## config.mk

```make
export PLATFORM = sky130hd
export DESIGN_NAME = mux_n_pipe_reg
export DESIGN_NICKNAME = d
export VERILOG_FILES = /design/src/rtl/mux_pkg.sv /design/src/rtl/mux_n_sel.sv /design/src/rtl/mux_n_pipe_reg.sv
export SDC_FILE = /design/constraint.sdc
export NUM_CORES = 1
export LEC_CHECK = 0
export ABC_AREA = 0
export CAP_MARGIN = 0
export CORE_MARGIN = 2
export CORE_UTILIZATION = 41
export DETAILED_ROUTE_END_ITERATION = 10
export PLACE_DENSITY = 0.87
export SLEW_MARGIN = 0
export SYNTH_ARGS = -nofsm -noshare
export SYNTH_HDL_FRONTEND = slang
export SYNTH_HIERARCHICAL = 1
export SYNTH_SLANG_ARGS = --single-unit
```

## constraint.sdc

```tcl
create_clock -name clk -period 4.4 [get_ports clk]
set_input_delay 1.1 -clock clk [delete_from_list [all_inputs] [get_ports clk]]
set_output_delay 1.1 -clock clk [all_outputs]
set_load 0.005 [all_outputs]
```

## src/rtl/mux_pkg.sv

```systemverilog
// Shared constants and helpers for the parametrised selector family.
package mux_pkg;

   localparam int unsigned DEF_WIDTH = 32;
   localparam int unsigned REG_W     = 5;

   typedef logic [REG_W-1:0] reg_idx_t;

   // Select width needed to address n inputs (0 for n <= 1).
   function automatic int unsigned clog2(input int unsigned n);
      int unsigned r;
      r = 0;
      for (int unsigned i = 0; i < 32; i++) begin
         if (n > (32'd1 << i)) r = i + 1;
      end
      return r;
   endfunction

endpackage

```

## src/rtl/mux_n_sel.sv

```systemverilog
// Combinational N-way WIDTH-bit selector; out-of-range selects fall back to input 0.
module mux_n_sel
   import mux_pkg::*;
#(
   parameter int unsigned WIDTH  = DEF_WIDTH,
   parameter int unsigned NUM_IN = 4,
   parameter int unsigned SEL_W  = 2
) (
   input  logic [NUM_IN*WIDTH-1:0] in_data,
   input  logic [SEL_W-1:0]        sel,
   output logic [WIDTH-1:0]        out_data,
   output logic                    oob
);

   always_comb begin
      out_data = in_data[WIDTH-1:0];
      oob      = 1'b1;
      for (int unsigned k = 0; k < NUM_IN; k++) begin
         if (sel == k[SEL_W-1:0]) begin
            out_data = in_data[k*WIDTH +: WIDTH];
            oob      = 1'b0;
         end
      end
   end

endmodule

```

## src/rtl/mux_n_pipe_reg.sv

```systemverilog
// Registered N-way selector stage with valid, stall/flush, sticky select error
// and a saturating capture counter.
module mux_n_pipe_reg
   import mux_pkg::*;
#(
   parameter int unsigned     WIDTH     = DEF_WIDTH,
   parameter int unsigned     NUM_IN    = 4,
   parameter int unsigned     SEL_W     = 2,
   parameter logic [WIDTH-1:0] RESET_VAL = '0,
   parameter int unsigned     CNT_W     = 16
) (
   input  logic                    clk,
   input  logic                    rst_n,
   input  logic [NUM_IN*WIDTH-1:0] in_data,
   input  logic [SEL_W-1:0]        sel,
   input  logic                    in_valid,
   input  logic                    en,
   input  logic                    flush,
   input  logic                    err_clr,
   output logic [WIDTH-1:0]        out_data,
   output logic                    out_valid,
   output logic [SEL_W-1:0]        out_sel,
   output logic                    sel_err,
   output logic [CNT_W-1:0]        cap_cnt
);

   logic [WIDTH-1:0] sel_data;
   logic             sel_oob;
   logic             cap_valid;

   mux_n_sel #(
      .WIDTH (WIDTH),
      .NUM_IN(NUM_IN),
      .SEL_W (SEL_W)
   ) u_sel (
      .in_data (in_data),
      .sel     (sel),
      .out_data(sel_data),
      .oob     (sel_oob)
   );

   // Flush outranks en, so a flushed cycle is never a capture.
   assign cap_valid = en && !flush && in_valid;

   always_ff @(posedge clk or negedge rst_n) begin
      if (!rst_n) begin
         out_data  <= RESET_VAL;
         out_valid <= 1'b0;
         out_sel   <= '0;
      end else if (flush) begin
         out_data  <= RESET_VAL;
         out_valid <= 1'b0;
         out_sel   <= '0;
      end else if (en) begin
         out_data  <= sel_data;
         out_valid <= in_valid;
         out_sel   <= sel_oob ? '0 : sel;
      end
   end

   always_ff @(posedge clk or negedge rst_n) begin
      if (!rst_n) begin
         sel_err <= 1'b0;
      end else if (cap_valid && sel_oob) begin
         sel_err <= 1'b1;
      end else if (err_clr) begin
         sel_err <= 1'b0;
      end
   end

   always_ff @(posedge clk or negedge rst_n) begin
      if (!rst_n) begin
         cap_cnt <= '0;
      end else if (cap_valid && (cap_cnt != '1)) begin
         cap_cnt <= cap_cnt + CNT_W'(1);
      end
   end

endmodule

```

Word level (Yosys, flattened, before mapping)

Index checks and enable logic that the tools add are counted.
Widths: inputs -> output; s select.

Bits in registers: 52
Latch bits: 0
RAM bits: 0
Bits in read-only memories: 0
Output and inout port bits: 52
Word-level logic and storage cells: 34
Memories: 0

$add $sub $neg: 1
Multiply operators: 0
Divide/modulo/power cells: 0
Magnitude comparators: 0
Eq/ne operators: 4
Shifts and indexed selects: 0
Multiplexer cells: 16
Bitwise gates (word level): 0
Reduce and logical (&&, ||, !) cells: 8

Operator list:

| operator              | number |
|---|---|
| $mux 32               | 5 |
| $add 16x1->16 const B | 1 |
| $ne 16x16->1 const B  | 1 |
| $mux 1                | 8 |
| $mux 2                | 3 |
| $eq 2x2->1 const B    | 2 |
| $logic_and 1x1->1     | 4 |
| $reduce_bool 2->1     | 2 |
| $eq 2x1->1 const B    | 1 |
| $logic_not 2->1       | 1 |
| $logic_not 1->1       | 1 |

Logic depth before layout (Yosys ltp)

Gate-level depths: netlist of run 1.

Depth after elaboration: 8
Depth in mapped cells: 5
Gate-level depth less buffers: 5

Cells and area by module

The synthesis of run 1 kept the hierarchy.

By module, submodules not included:

| module         | instances | cells each | area an instance (um^2) |
|---|---|---|---|
| mux_n_pipe_reg | 1         | 194        | 2316.0 |
| mux_n_sel      | 1         | 41         | 825.8 |

Least setup slack after synthesis of run 1

OpenSTA, ideal clock, no wires.

Kind: input to register
Start point: in flush
End point: reg cap_cnt[10]
Setup time: 0.125 ns
Data arrival time: 2.127 ns
Data required time: 4.275 ns
Slack: 2.148 ns
Stages on the path: 5
Path buffers: 1
Cell sequence: buf_2 nand3b_4 nor4_4 nand3_1 mux2_4

Cells in the longest elaborated chain, start to end: 4

Ends and longest elaborated chain:

| element                        | line                 | RTL |
|---|---|---|
| from (decl)                    | mux_n_pipe_reg.sv:18 | `input logic flush,` |
| $logic_not 1->1                | mux_n_pipe_reg.sv:43 | `assign cap_valid = en && !flush && in_valid;` |
| $logic_and 1x1->1 (2 in a row) | mux_n_pipe_reg.sv:43 |  |
| $logic_and 1x1->1              | mux_n_pipe_reg.sv:74 | `end else if (cap_valid && (cap_cnt != '1)) begin` |
| to (signal assigned)           | mux_n_pipe_reg.sv:75 | `cap_cnt <= cap_cnt + CNT_W'(1);` |
| to (decl)                      | mux_n_pipe_reg.sv:24 | `output logic [CNT_W-1:0] cap_cnt` |

No other way between the ends.
A chain may end at the register's enable or synchronous reset.

Worst setup path after layout of run 1

Start point: in sel[1]
End point: reg out_data[9]

Cells in the longest elaborated chain, start to end: 6
Elaborated cells on any way between the ends: 8
Those cells by class: eq/ne: 3; mux: 5

Ends and longest elaborated chain:

| element              | line                 | RTL |
|---|---|---|
| from (decl)          | mux_n_pipe_reg.sv:15 | `input logic [SEL_W-1:0] sel,` |
| $eq 2x1->1           | mux_n_sel.sv:19      | `if (sel == k[SEL_W-1:0]) begin` |
| $mux 32 (2 in a row) | mux_n_sel.sv:19      |  |
| $mux 32 (*)          | mux_n_sel.sv:19      |  |
| net sel_data[9]      | mux_n_pipe_reg.sv:27 | `logic [WIDTH-1:0] sel_data;` |
| $mux 32 (*)          | mux_n_pipe_reg.sv:54 | `end else if (en) begin` |
| $mux 32 (*)          | mux_n_pipe_reg.sv:50 | `end else if (flush) begin` |
| to (signal assigned) | mux_n_pipe_reg.sv:55 | `out_data <= sel_data;` |
| to (decl)            | mux_n_pipe_reg.sv:20 | `output logic [WIDTH-1:0] out_data,` |

The timed path passes the listed nets; every way through them passes the cells marked *. The select of a mux whose other input is x is not followed.

==> impl_results.rst, run 1 <==
.. list-table::
   :header-rows: 1

   * - Metric
     - Value
   * - Max-cap violations
     - 0
   * - Worst Hold Endpoint
     - out_valid
   * - Count of non-filler cells in the finished layout
     - 517
   * - FFs w/ async S/R, synth
     - 100%
   * - Commonest non-fill, non-tap cell in the layout
     - sky130_fd_sc_hd__clkdlybuf4s50_1
   * - Unrepaired setup endpoints after global routing
     - no
   * - Post-synth net total
     - 372
   * - IO Pins
     - 188
   * - Startpoint of the worst register-to-register path
     - cap_cnt[0]
   * - Root buffer cell
     - sky130_fd_sc_hd__clkbuf_8
   * - Total instance count after detailed placement
     - 509
   * - Worst path slowest cell
     - sky130_fd_sc_hd__clkdlybuf4s50_1
   * - Worst-path clk slew
     - 0.10 ns
   * - Result of the run
     - completed
   * - Min Tclk post-route
     - 2.77 ns
   * - Count of routing violations after the opening detailed-route iteration
     - 49
   * - Most frequent cells in the layout
     - sky130_fd_sc_hd__clkdlybuf4s50_1, sky130_fd_sc_hd__dfrtp_1, sky130_fd_sc_hd__nor2_1
   * - Average wire per standard cell
     - 17.3 µm
   * - Maximum clock path buffer count
     - 2
   * - Power per unit of standard cell area
     - 252 nW/µm²
   * - Area of the die
     - 8380 µm²
   * - Total inserted antenna cells
     - 0
   * - Worst hold path depth
     - 2
   * - X dimension of the die
     - 91.5 µm
   * - Total area of multi-input combinational cells
     - 1700 µm²
   * - Worst vdd ir
     - 0.134 mV
   * - Primary flip-flop cell chosen by synthesis mapping
     - sky130_fd_sc_hd__dfrtp_1
   * - Worst hold slack after final layout
     - 0.531 ns
   * - Setup Fix Bufs, Post-CTS
     - 0
   * - Cts bufs inserted
     - 5
   * - Net count reported at finish
     - 554
   * - Pin count of the biggest net entering global routing
     - 53
   * - Classification of the worst-slack hold path
     - reg -> reg
   * - Share of layout cells above drive strength 1
     - 13.4%
   * - Initial core utilization
     - 42.9%
   * - Static leakage
     - 2.16 nW
   * - Depth of the CTS H-tree
     - 2
   * - Clock Skews
     - 0.00245 ns
   * - Portion of the post-synthesis area used by sequential elements
     - 41.4%
   * - Final Cycle Share
     - 62.9%
   * - Die Y
     - 91.5 µm
   * - Hold Vio Cnt, Final
     - 0
   * - Remaining Overflow, GRT
     - 0
   * - Max-slew headroom
     - 29.2%
   * - CP max FO
     - 21
   * - CP Data Arrival Time
     - 2.95 ns
   * - Total of endpoints with negative setup slack in the final report
     - 0
   * - Gp weighted congestion
     - 0.783
   * - Final slew viol count
     - 0
   * - Clock insertion delay at the later pin of the skew report
     - 0.31 ns
   * - Via count
     - 2739
   * - Yosys warns
     - 6
   * - Detail Route Antenna Nets
     - 0
   * - Via density
     - 5.30
   * - Post-cts resize count
     - 0
   * - Total routing resource utilization after global routing
     - 21.5%
   * - Worst path required time
     - 4.58 ns
   * - DRC violation count after routing
     - 0
   * - Internal reg-to-reg setup slack
     - 2.74 ns
   * - Number of fill cells in the layout
     - 517
   * - Worst setup path class
     - in -> reg
   * - Endpoint kind of the worst setup timing path
     - register
   * - Mapped cell area
     - 3140 µm²
   * - End of the worst register-to-register path
     - cap_cnt[10]
   * - Number of global-route vias before repair
     - 2912
   * - Count of flip-flops with a built-in enable after synthesis
     - 0
   * - Type of element launching the critical path
     - input pin
   * - Register bit total from synthesis
     - 52
   * - Initial antenna violation count
     - 0
   * - Count of hold buffers inserted by post-cts repair
     - 0
   * - Global-route wire length before repair
     - 14.3 mm
   * - Logic depth of the worst register-to-register path
     - 5
   * - Largest stage delay, worst path
     - 0.85 ns
   * - Number of detailed-route iterations in the first pass
     - 4
   * - Detailed placer's ending HPWL
     - 6.91 mm
   * - Worst-margin pin slew
     - 1.06 ns
   * - Sequential standard cell area
     - 1300 µm²
   * - Placeable Area
     - 7330 µm²
   * - Gate count of the mapped netlist
     - 235
   * - Achievable frequency
     - 0.361 GHz
   * - Final setup TNS
     - 0 ns
   * - Placement Rows
     - 31
   * - Port buffer count
     - 187
   * - Clock tree from TritonCTS
     - done
   * - Crit path cell chain
     - clkdlybuf4s50_1, buf_4, mux4_2, mux2i_1, nor2_1
   * - Synth unique cells
     - 39
   * - Final WL
     - 8.94 mm
   * - Area grow syn2layout
     - 62.9%
   * - Startpoint of the tightest hold check path
     - out_valid
   * - Clock sink count
     - 52
   * - Post-synthesis average cell area
     - 13.4 µm²
==> state kept, by name (all words and copies together) (netlist names) <==
signal     count
cap_cnt       16
out_data      32
out_sel        2
out_valid      1
sel_err        1
==> Yosys cell counts, types with 2 or more instances <==
cell type                  instances  area share, %
sky130_fd_sc_hd__mux4_1            2            1.7
sky130_fd_sc_hd__o21ai_0           3           0.48
sky130_fd_sc_hd__nand3b_1          2           0.48
sky130_fd_sc_hd__nand2b_1          2           0.40
sky130_fd_sc_hd__inv_1             3           0.36
sky130_fd_sc_hd__nand4_2           2           0.80
sky130_fd_sc_hd__nor2_1           37            4.4
sky130_fd_sc_hd__clkbuf_1          3           0.36
sky130_fd_sc_hd__mux4_2           30             22
sky130_fd_sc_hd__a211oi_1          2           0.48
sky130_fd_sc_hd__buf_12            3            1.9
sky130_fd_sc_hd__dfrtp_1          52             41
sky130_fd_sc_hd__buf_2             8            1.3
sky130_fd_sc_hd__xnor2_1           7            2.0
sky130_fd_sc_hd__mux2_4            2           0.96
sky130_fd_sc_hd__a21oi_1           6           0.96
sky130_fd_sc_hd__mux2i_1          33             11
sky130_fd_sc_hd__and3_1            2           0.40
sky130_fd_sc_hd__nand4_1           2           0.40
sky130_fd_sc_hd__nor4_4            2            1.4
sky130_fd_sc_hd__nand3_1           6           0.96
sky130_fd_sc_hd__xor2_1            5            1.4
sky130_fd_sc_hd__nand2_1           5           0.60
==> kinds of logic (layout without fill, tap and decap cells) <==
kind of cell / count (synthesis) / after routing / share of synthesized area, %
compound gates: 11 / 11 / 1.91
fa+ha+maj: 1 / 1 / 0.398
mux: 67 / 67 / 34.6
simple gates: 72 / 72 / 13.7
buf+inv: 19 / 202 / 4.50
flops: 52 / 52 / 41.4
other cells: 1 / 1 / 0.119
xor+xnor: 12 / 12 / 3.35
==> through the flow <==
stage / util (%) / area (µm²) / setup slack (ns) / total power, W
6_report: 69.8 / 5120 / 1.63 / 0.00129
4_1_cts: 69.8 / 5120 / 1.62 / 0.00130
5_1_grt: 69.8 / 5120 / 1.54 / 0.00136
2_1_floorplan: - / 3140 / 2.15 / 0.000752
3_5_place_dp: 68.5 / 5020 / 1.29 / 0.00101
3_3_place_gp: 68.5 / 5020 / 1.33 / 0.000997
==> final cells by class <==
cell class              instances  share of cell area [%]
clock inverters                 3                   0.513
flip-flops and latches         52                    25.4
repair buffers                191                    36.9
multi-input cells             164                    33.2
inverters                       3                   0.220
well taps                      99                    2.42
clock buffers                   5                    1.34
==> metal layers <==
| layer | global-route usage, % | vias up | wire length, µm | share of wire, % |
|---|---|---|---|---|
| met5 | 0 | - | 0 | 0 |
| met3 | 5.89 | 12 | 660 | 7.4 |
| li1 | - | 1244 | - | - |
| met4 | 6.19 | 0 | 149 | 1.7 |
| met1 | 26.6 | 1359 | 3450 | 39 |
| met2 | 36.6 | 124 | 4680 | 52 |
==> worst max-delay path by stage <==
stage | from | endpoint | slack, ns
2_1_floorplan | flush | cap_cnt[10] | 2.15
5_1_grt | sel[1] | out_data[9] | 1.54
3_5_place_dp | sel[1] | out_data[9] | 1.29
6_report | sel[1] | out_data[9] | 1.63
3_3_place_gp | sel[1] | out_data[30] | 1.33
4_1_cts | sel[1] | out_data[9] | 1.62
==> worst max-delay path, delay by kind of cell <==
kind          cells  cell delay, ns
buf+inv           2            1.26
simple gates      1            0.06
mux               2            0.51
==> power by group <==
group | switching (W) | leakage, nW | internal, W
logic | 0.000137 | 1.42 | 0.000282
registers | 0.0000525 | 0.691 | 0.000526
clock network | 0.000173 | 0.0487 | 0.000116
(Power assumes the default switching activity.)
==> inputs of run 2 (changes only) <==
CORE_UTILIZATION = 38   (was 41)
PLACE_DENSITY = 0.81   (was 0.87)
clock period = 2.7 ns   (was 4.4 ns; I/O delays follow)
==> run 2 against run 1 <==
  * Utilization decreased by 6.2 points
  * Largest cell class unchanged
  * Largest power group unchanged
  * Sequential share of layout area down 0.29 points
  * Count of clock-buffer cells in the layout grew 1
  * Highest routed layer unchanged
==> impl_results.rst, run 2 (synthesized netlist as in run 1, its figures left out) <==
.. list-table::
   :header-rows: 1

   * - Metric
     - Value
   * - Achievable frequency
     - 0.502 GHz
   * - Area grow syn2layout
     - 64.8% (was 62.9%)
   * - Clock insertion delay at the later pin of the skew report
     - 0.29 ns (was 0.31 ns)
   * - Detail Route Antenna Nets
     - 0 (unchanged)
   * - Clock Skews
     - 0.00244 ns (was 0.00245 ns)
   * - Area of the die
     - 9010 µm² (was 8380 µm²)
   * - Port buffer count
     - 187 (unchanged)
   * - Result of the run
     - completed (unchanged)
   * - Initial antenna violation count
     - 0 (unchanged)
   * - X dimension of the die
     - 94.9 µm (was 91.5 µm)
   * - Cts bufs inserted
     - 5 (unchanged)
   * - Final WL
     - 8.41 mm (was 8.94 mm)
   * - Placed cell areas
     - 5070 µm² (was 5020 µm²)
   * - Type of element launching the critical path
     - register (was input pin)
   * - IO Pins
     - 188 (unchanged)
   * - Max-slew headroom
     - 65.5% (was 29.2%)
   * - Largest regs
     - out_data: 32 flops, cap_cnt: 16 flops, out_sel: 2 flops (unchanged)
   * - Setup Fix Bufs, Post-CTS
     - 0 (unchanged)
   * - Largest stage delay, worst path
     - 0.55 ns (was 0.85 ns)
   * - Power per unit of standard cell area
     - 416 nW/µm² (was 252 nW/µm²)
   * - Pin count of the biggest net entering global routing
     - 42 (was 53)
   * - Placeable Area
     - 8130 µm² (was 7330 µm²)
   * - Total inserted antenna cells
     - 0 (unchanged)
   * - CP max FO
     - 7 (was 21)
   * - Static leakage
     - 2.18 nW (was 2.16 nW)
   * - Post-cts resize count
     - 0 (unchanged)
   * - Post-route cell area
     - 5180 µm² (was 5120 µm²)
   * - Commonest non-fill, non-tap cell in the layout
     - sky130_fd_sc_hd__clkdlybuf4s50_1 (unchanged)
   * - Gp weighted congestion
     - 0.874 (was 0.783)
   * - Number of flip-flops in the largest register
     - 32 (unchanged)
   * - Hold Vio Cnt, Final
     - 0 (unchanged)
   * - Placement Rows
     - 33 (was 31)
   * - Die Y
     - 94.9 µm (was 91.5 µm)
   * - Layout Utilization
     - 63.7% (was 69.8%)
   * - Total of endpoints with negative setup slack in the final report
     - 0 (unchanged)
   * - CP Data Arrival Time
     - 1.32 ns (was 2.95 ns)
   * - Clock tree from TritonCTS
     - done (unchanged)
   * - Final Cycle Share
     - 73.8%
   * - Initial core utilization
     - 38.6% (was 42.9%)
   * - Final setup TNS
     - 0 ns (unchanged)
   * - Remaining Overflow, GRT
     - 0 (unchanged)
   * - Worst vdd ir
     - 0.225 mV (was 0.134 mV)
   * - Worst-margin pin slew
     - 0.518 ns (was 1.06 ns)
   * - Count of routing violations after the opening detailed-route iteration
     - 75 (was 49)
   * - Worst path required time
     - 2.03 ns (was 4.58 ns)
   * - Final slew viol count
     - 0 (unchanged)
   * - Buf/Inv on CP
     - 1 (was 2)
   * - Worst setup path class
     - reg -> out (was in -> reg)
   * - Number of global-route vias before repair
     - 2820 (was 2912)
   * - Crit path cell chain
     - clkdlybuf4s50_1 (was clkdlybuf4s50_1, buf_4, mux4_2, mux2i_1, nor2_1)
   * - Max-cap violations
     - 0 (unchanged)
   * - Min Tclk post-route
     - 1.99 ns
   * - Clock sink count
     - 52 (unchanged)
   * - Average wire per standard cell
     - 16.0 µm (was 17.3 µm)
   * - Total routing resource utilization after global routing
     - 19.0% (was 21.5%)
   * - Unrepaired setup endpoints after global routing
     - no (unchanged)
   * - Classification of the worst-slack hold path
     - in -> async (was reg -> reg)
   * - Number of detailed-route iterations in the first pass
     - 4 (unchanged)
   * - DRC violation count after routing
     - 0 (unchanged)
   * - Global-route wire length before repair
     - 13.4 mm (was 14.3 mm)
   * - Worst-path clk slew
     - 0.09 ns (was 0.10 ns)
   * - Share of layout cells above drive strength 1
     - 13.6% (was 13.4%)
   * - Via count
     - 2714 (was 2739)
   * - Worst path slowest cell
     - sky130_fd_sc_hd__clkdlybuf4s50_1 (unchanged)
   * - Cell family with most CP delay
     - buffers and inverters (unchanged)
   * - Count of hold buffers inserted by post-cts repair
     - 0 (unchanged)
   * - Endpoint kind of the worst setup timing path
     - output port (was register)
   * - Sequential standard cell area
     - 1300 µm² (unchanged)
   * - Via density
     - 5.17 (was 5.30)
   * - Net count reported at finish
     - 556 (was 554)
   * - Most frequent cells in the layout
     - sky130_fd_sc_hd__clkdlybuf4s50_1, sky130_fd_sc_hd__dfrtp_1, sky130_fd_sc_hd__nor2_1 (unchanged)
   * - Root buffer cell
     - sky130_fd_sc_hd__clkbuf_8 (unchanged)
   * - Maximum clock path buffer count
     - 2 (unchanged)
   * - Depth of the CTS H-tree
     - 2 (unchanged)
   * - Detailed placer's ending HPWL
     - 6.78 mm (was 6.91 mm)
   * - Number of fill cells in the layout
     - 625 (was 517)
   * - Register with the most flip-flops
     - out_data (unchanged)
   * - Total area of multi-input combinational cells
     - 1700 µm² (unchanged)
run 2: changes by cell type in the layout (fill, tap and decap cells not counted):
cell	previous run	this run
sky130_fd_sc_hd__clkbuf_1	0	1
sky130_fd_sc_hd__clkinv_2	0	1
sky130_fd_sc_hd__inv_6	1	0
sky130_fd_sc_hd__clkinv_4	2	0
sky130_fd_sc_hd__bufinv_16	0	1
sky130_fd_sc_hd__buf_12	0	2
run 2: stage by stage:
step,hold slack (ns),worst slack [ns],cells,total power [W]
floorplan,0.379,0.873,235,0.00123
global placement,0.501,0.468,517,0.00164
detailed placement,0.510,0.433,517,0.00166
CTS,0.243,0.695,525,0.00219
global route,0.241,0.644,525,0.00228
finish,0.247,0.708,525,0.00215
run 2: layout make-up:
cell class / count / share of cell area, %
clock buffers: 6 / 1.40
clock inverters: 2 / 0.677
inverters: 3 / 0.217
multi-input cells: 164 / 32.8
flip-flops and latches: 52 / 25.1
well taps: 105 / 2.54
repair buffers: 193 / 37.2
run 2: layer usage:
layer | part of all wire (%) | vias to the layer above | wire length, µm | global-route usage (%)
li1 | - | 1245 | - | -
met1 | 38 | 1339 | 3220 | 22.6
met2 | 54 | 126 | 4540 | 35.8
met3 | 7.4 | 4 | 621 | 3.99
met4 | 0.37 | 0 | 31 | 2.78
met5 | 0 | - | 0 | 0
run 2: worst paths after layout:
path	start	end	slack [ns]	depth (start not counted)
setup / recovery	cap_cnt[8]	cap_cnt[8]	0.71	1
hold reg to reg	cap_cnt[7]	cap_cnt[7]	0.52	1
hold / removal	rst_n	cap_cnt[7]	0.25	1
max in group asynchronous	rst_n	cap_cnt[2]	1.64	2
min in group clk	cap_cnt[7]	cap_cnt[7]	0.52	1
setup reg to reg	cap_cnt[0]	cap_cnt[1]	0.97	5
run 2: report_power, final:
group,leakage (nW),internal [W],switching (W)
Clock,0.0552,0.000275,0.000244
Sequential,0.691,0.000858,0.0000882
Combinational,1.44,0.000465,0.000223
Total,2.18,0.00160,0.000555
==> inputs of run 3 (changes only) <==
clock period = 1.85 ns   (was 2.7 ns; I/O delays follow)
==> run 3 against run 2 <==
  * First-iteration DRC count shrank 29%
  * Setup slack lost 0.66 ns
  * Largest power group unchanged
  * Via count shrank 0.41%
  * Cell count grew 1.3%
  * Die area is the same
  * Register-to-register slack lost 0.80 ns
  * Cell area grew 1.0%
  * Hold slack lost 0.11 ns
  * Utilization grew 0.65 points
==> impl_results.rst, run 3 (synthesized netlist as in run 1, its figures left out) <==
.. list-table::
   :header-rows: 1

   * - Metric
     - Value
   * - Gate power share
     - 32.0% (about the same)
   * - Detailed placer's ending HPWL
     - 7.33 mm (was 6.78 mm)
   * - Largest regs
     - out_data: 32 flops, cap_cnt: 16 flops, out_sel: 2 flops (unchanged)
   * - Placement Rows
     - 33 (unchanged)
   * - Critical Path Stages
     - 1 (unchanged)
   * - Via density
     - 5.08 (was 5.17)
   * - Crit path cell chain
     - clkdlybuf4s50_1 (unchanged)
   * - Worst setup path endpoint
     - cap_cnt[4] (was cap_cnt[8])
   * - Total area of multi-input combinational cells
     - 1700 µm² (unchanged)
   * - Worst setup path class
     - reg -> out (unchanged)
   * - Initial core utilization
     - 38.6% (unchanged)
   * - Post-cts resize count
     - 0 (unchanged)
   * - Endpoint kind of the worst setup timing path
     - output port (unchanged)
   * - End of the worst register-to-register path
     - cap_cnt[1] (unchanged)
   * - Worst-path clk slew
     - 0.10 ns (was 0.09 ns)
   * - Total of endpoints with negative setup slack in the final report
     - 0 (unchanged)
   * - Min Tclk post-route
     - 1.80 ns
   * - Clock Skews
     - 0.00731 ns (was 0.00244 ns)
   * - Largest stage delay, worst path
     - 0.55 ns (about the same)
   * - Max-cap violations
     - 0 (unchanged)
   * - DRC violation count after routing
     - 0 (unchanged)
   * - Most frequent cells in the layout
     - sky130_fd_sc_hd__clkdlybuf4s50_1, sky130_fd_sc_hd__dfrtp_1, sky130_fd_sc_hd__nor2_1 (unchanged)
   * - Unrepaired setup endpoints after global routing
     - no (unchanged)
   * - Worst vdd ir
     - 0.325 mV (was 0.225 mV)
   * - Number of global-route vias before repair
     - 2923 (was 2820)
   * - Initial antenna violation count
     - 0 (unchanged)
   * - Achievable frequency
     - 0.556 GHz
   * - Clock tree from TritonCTS
     - done (unchanged)
   * - Total inserted antenna cells
     - 0 (unchanged)
   * - Final WL
     - 9.18 mm (was 8.41 mm)
   * - Number of fill cells in the layout
     - 637 (was 625)
   * - Worst path slowest cell
     - sky130_fd_sc_hd__clkdlybuf4s50_1 (unchanged)
   * - P_int
     - 0.00234 W (was 0.00160 W)
   * - Clk network pwr share
     - 24.4% (was 24.1%)
   * - Net count reported at finish
     - 563 (was 556)
   * - Root buffer cell
     - sky130_fd_sc_hd__clkbuf_8 (unchanged)
   * - Type of element launching the critical path
     - register (unchanged)
   * - Internal reg-to-reg setup slack
     - 0.17 ns (was 0.97 ns)
   * - CP max FO
     - 4 (was 7)
   * - Gp weighted congestion
     - 0.817 (was 0.874)
   * - Net switching power figure
     - 0.000841 W (was 0.000555 W)
   * - Sequential standard cell area
     - 1300 µm² (unchanged)
   * - Static leakage
     - 2.22 nW (was 2.18 nW)
   * - IO Pins
     - 188 (unchanged)
   * - Global-route wire length before repair
     - 14.2 mm (was 13.4 mm)
   * - Placeable Area
     - 8130 µm² (unchanged)
   * - Switching part of the total power
     - 26.5% (was 25.8%)
   * - Remaining Overflow, GRT
     - 0 (unchanged)
   * - Total power
     - 0.00318 W (was 0.00215 W)
   * - Reg power frac
     - 43.6% (was 43.9%)
   * - Detail Route Antenna Nets
     - 0 (unchanged)
   * - Via count
     - 2703 (was 2714)
   * - Buf/Inv on CP
     - 1 (unchanged)
   * - Result of the run
     - completed (unchanged)
   * - Setup Fix Bufs, Post-CTS
     - 0 (unchanged)
   * - Count of hold buffers inserted by post-cts repair
     - 0 (unchanged)
   * - Hold Vio Cnt, Final
     - 0 (unchanged)
   * - Share of layout cells above drive strength 1
     - 15.0% (was 13.6%)
   * - Worst path required time
     - 1.39 ns (was 2.03 ns)
   * - Total routing resource utilization after global routing
     - 20.5% (was 19.0%)
   * - Cts bufs inserted
     - 5 (unchanged)
   * - Die Y
     - 94.9 µm (unchanged)
   * - Count of routing violations after the opening detailed-route iteration
     - 53 (was 75)
   * - Layout Utilization
     - 64.3% (was 63.7%)
   * - Commonest non-fill, non-tap cell in the layout
     - sky130_fd_sc_hd__clkdlybuf4s50_1 (unchanged)
   * - Final Cycle Share
     - 97.2%
   * - Cell family with most CP delay
     - buffers and inverters (unchanged)
   * - Clock sink count
     - 52 (unchanged)
   * - Worst hold slack after final layout
     - 0.134 ns (was 0.247 ns)
   * - Depth of the CTS H-tree
     - 2 (unchanged)
   * - Maximum clock path buffer count
     - 2 (unchanged)
   * - Number of flip-flops in the largest register
     - 32 (unchanged)
   * - Origin of the worst setup path
     - cap_cnt[4] (was cap_cnt[8])
   * - Power per unit of standard cell area
     - 608 nW/µm² (was 416 nW/µm²)
   * - Port buffer count
     - 187 (unchanged)
   * - Startpoint of the worst register-to-register path
     - cap_cnt[0] (unchanged)
   * - Register with the most flip-flops
     - out_data (unchanged)
   * - Area of the die
     - 9010 µm² (unchanged)
   * - Clock insertion delay at the later pin of the skew report
     - 0.30 ns (was 0.29 ns)
   * - Average wire per standard cell
     - 17.3 µm (was 16.0 µm)
   * - Number of detailed-route iterations in the first pass
     - 4 (unchanged)
   * - Classification of the worst-slack hold path
     - in -> async (unchanged)
   * - CP Data Arrival Time
     - 1.34 ns (was 1.32 ns)
   * - X dimension of the die
     - 94.9 µm (unchanged)
   * - Pin count of the biggest net entering global routing
     - 31 (was 42)
   * - Logic depth of the worst register-to-register path
     - 5 (unchanged)
   * - Final slew viol count
     - 0 (unchanged)
   * - Area grow syn2layout
     - 66.5% (was 64.8%)
## run 3: cell count changes in the layout (fill, tap and decap cells not counted)
cell,previous run,this run
sky130_fd_sc_hd__buf_4,4,11
## run 3: worst min-delay path by stage
stage,from,to,slack [ns]
after detailed placement,rst_n,cap_cnt[2],0.48
after global placement,rst_n,sel_err,0.46
after CTS,rst_n,cap_cnt[2],0.14
after global routing,rst_n,cap_cnt[2],0.15
after floorplan,rst_n,cap_cnt[0],0.17
final,rst_n,cap_cnt[2],0.13
## run 3: layout make-up
type	count	area share [%]
flip-flops and latches	52	24.9
clock inverters	2	0.670
clock buffers	6	1.39
well taps	105	2.51
repair buffers	200	37.8
multi-input cells	164	32.5
inverters	3	0.215
## run 3: per-layer routing
layer / GRT usage [%] / share of wire (%) / vias up
met3: 5.27 / 7.7 / 6
li1: - / - / 1259
met1: 22.5 / 35 / 1317
met5: 0 / 0 / -
met4: 3.86 / 0.69 / 0
met2: 39.6 / 56 / 121
## run 3: stage by stage
stage | worst slack [ns] | area, µm² | std cells | setup TNS [ns]
6_report | 0.0509 | 5230 | 532 | 0
5_1_grt | 0.00173 | 5230 | 532 | 0
4_1_cts | 0.0486 | 5230 | 532 | 0
3_5_place_dp | -0.105 | 5120 | 524 | -1.62
3_3_place_gp | -0.0775 | 5120 | 524 | -0.704
2_1_floorplan | 0.235 | 3140 | 235 | 0
## run 3: power groups by stage
stage	clock network (W)	registers (W)	logic (W)
after floorplan	0	0.00139	0.000400
after global placement	0	0.00140	0.000998
after detailed placement	0	0.00140	0.00103
after CTS	0.000794	0.00138	0.00103
after global routing	0.000844	0.00140	0.00110
final	0.000776	0.00139	0.00102
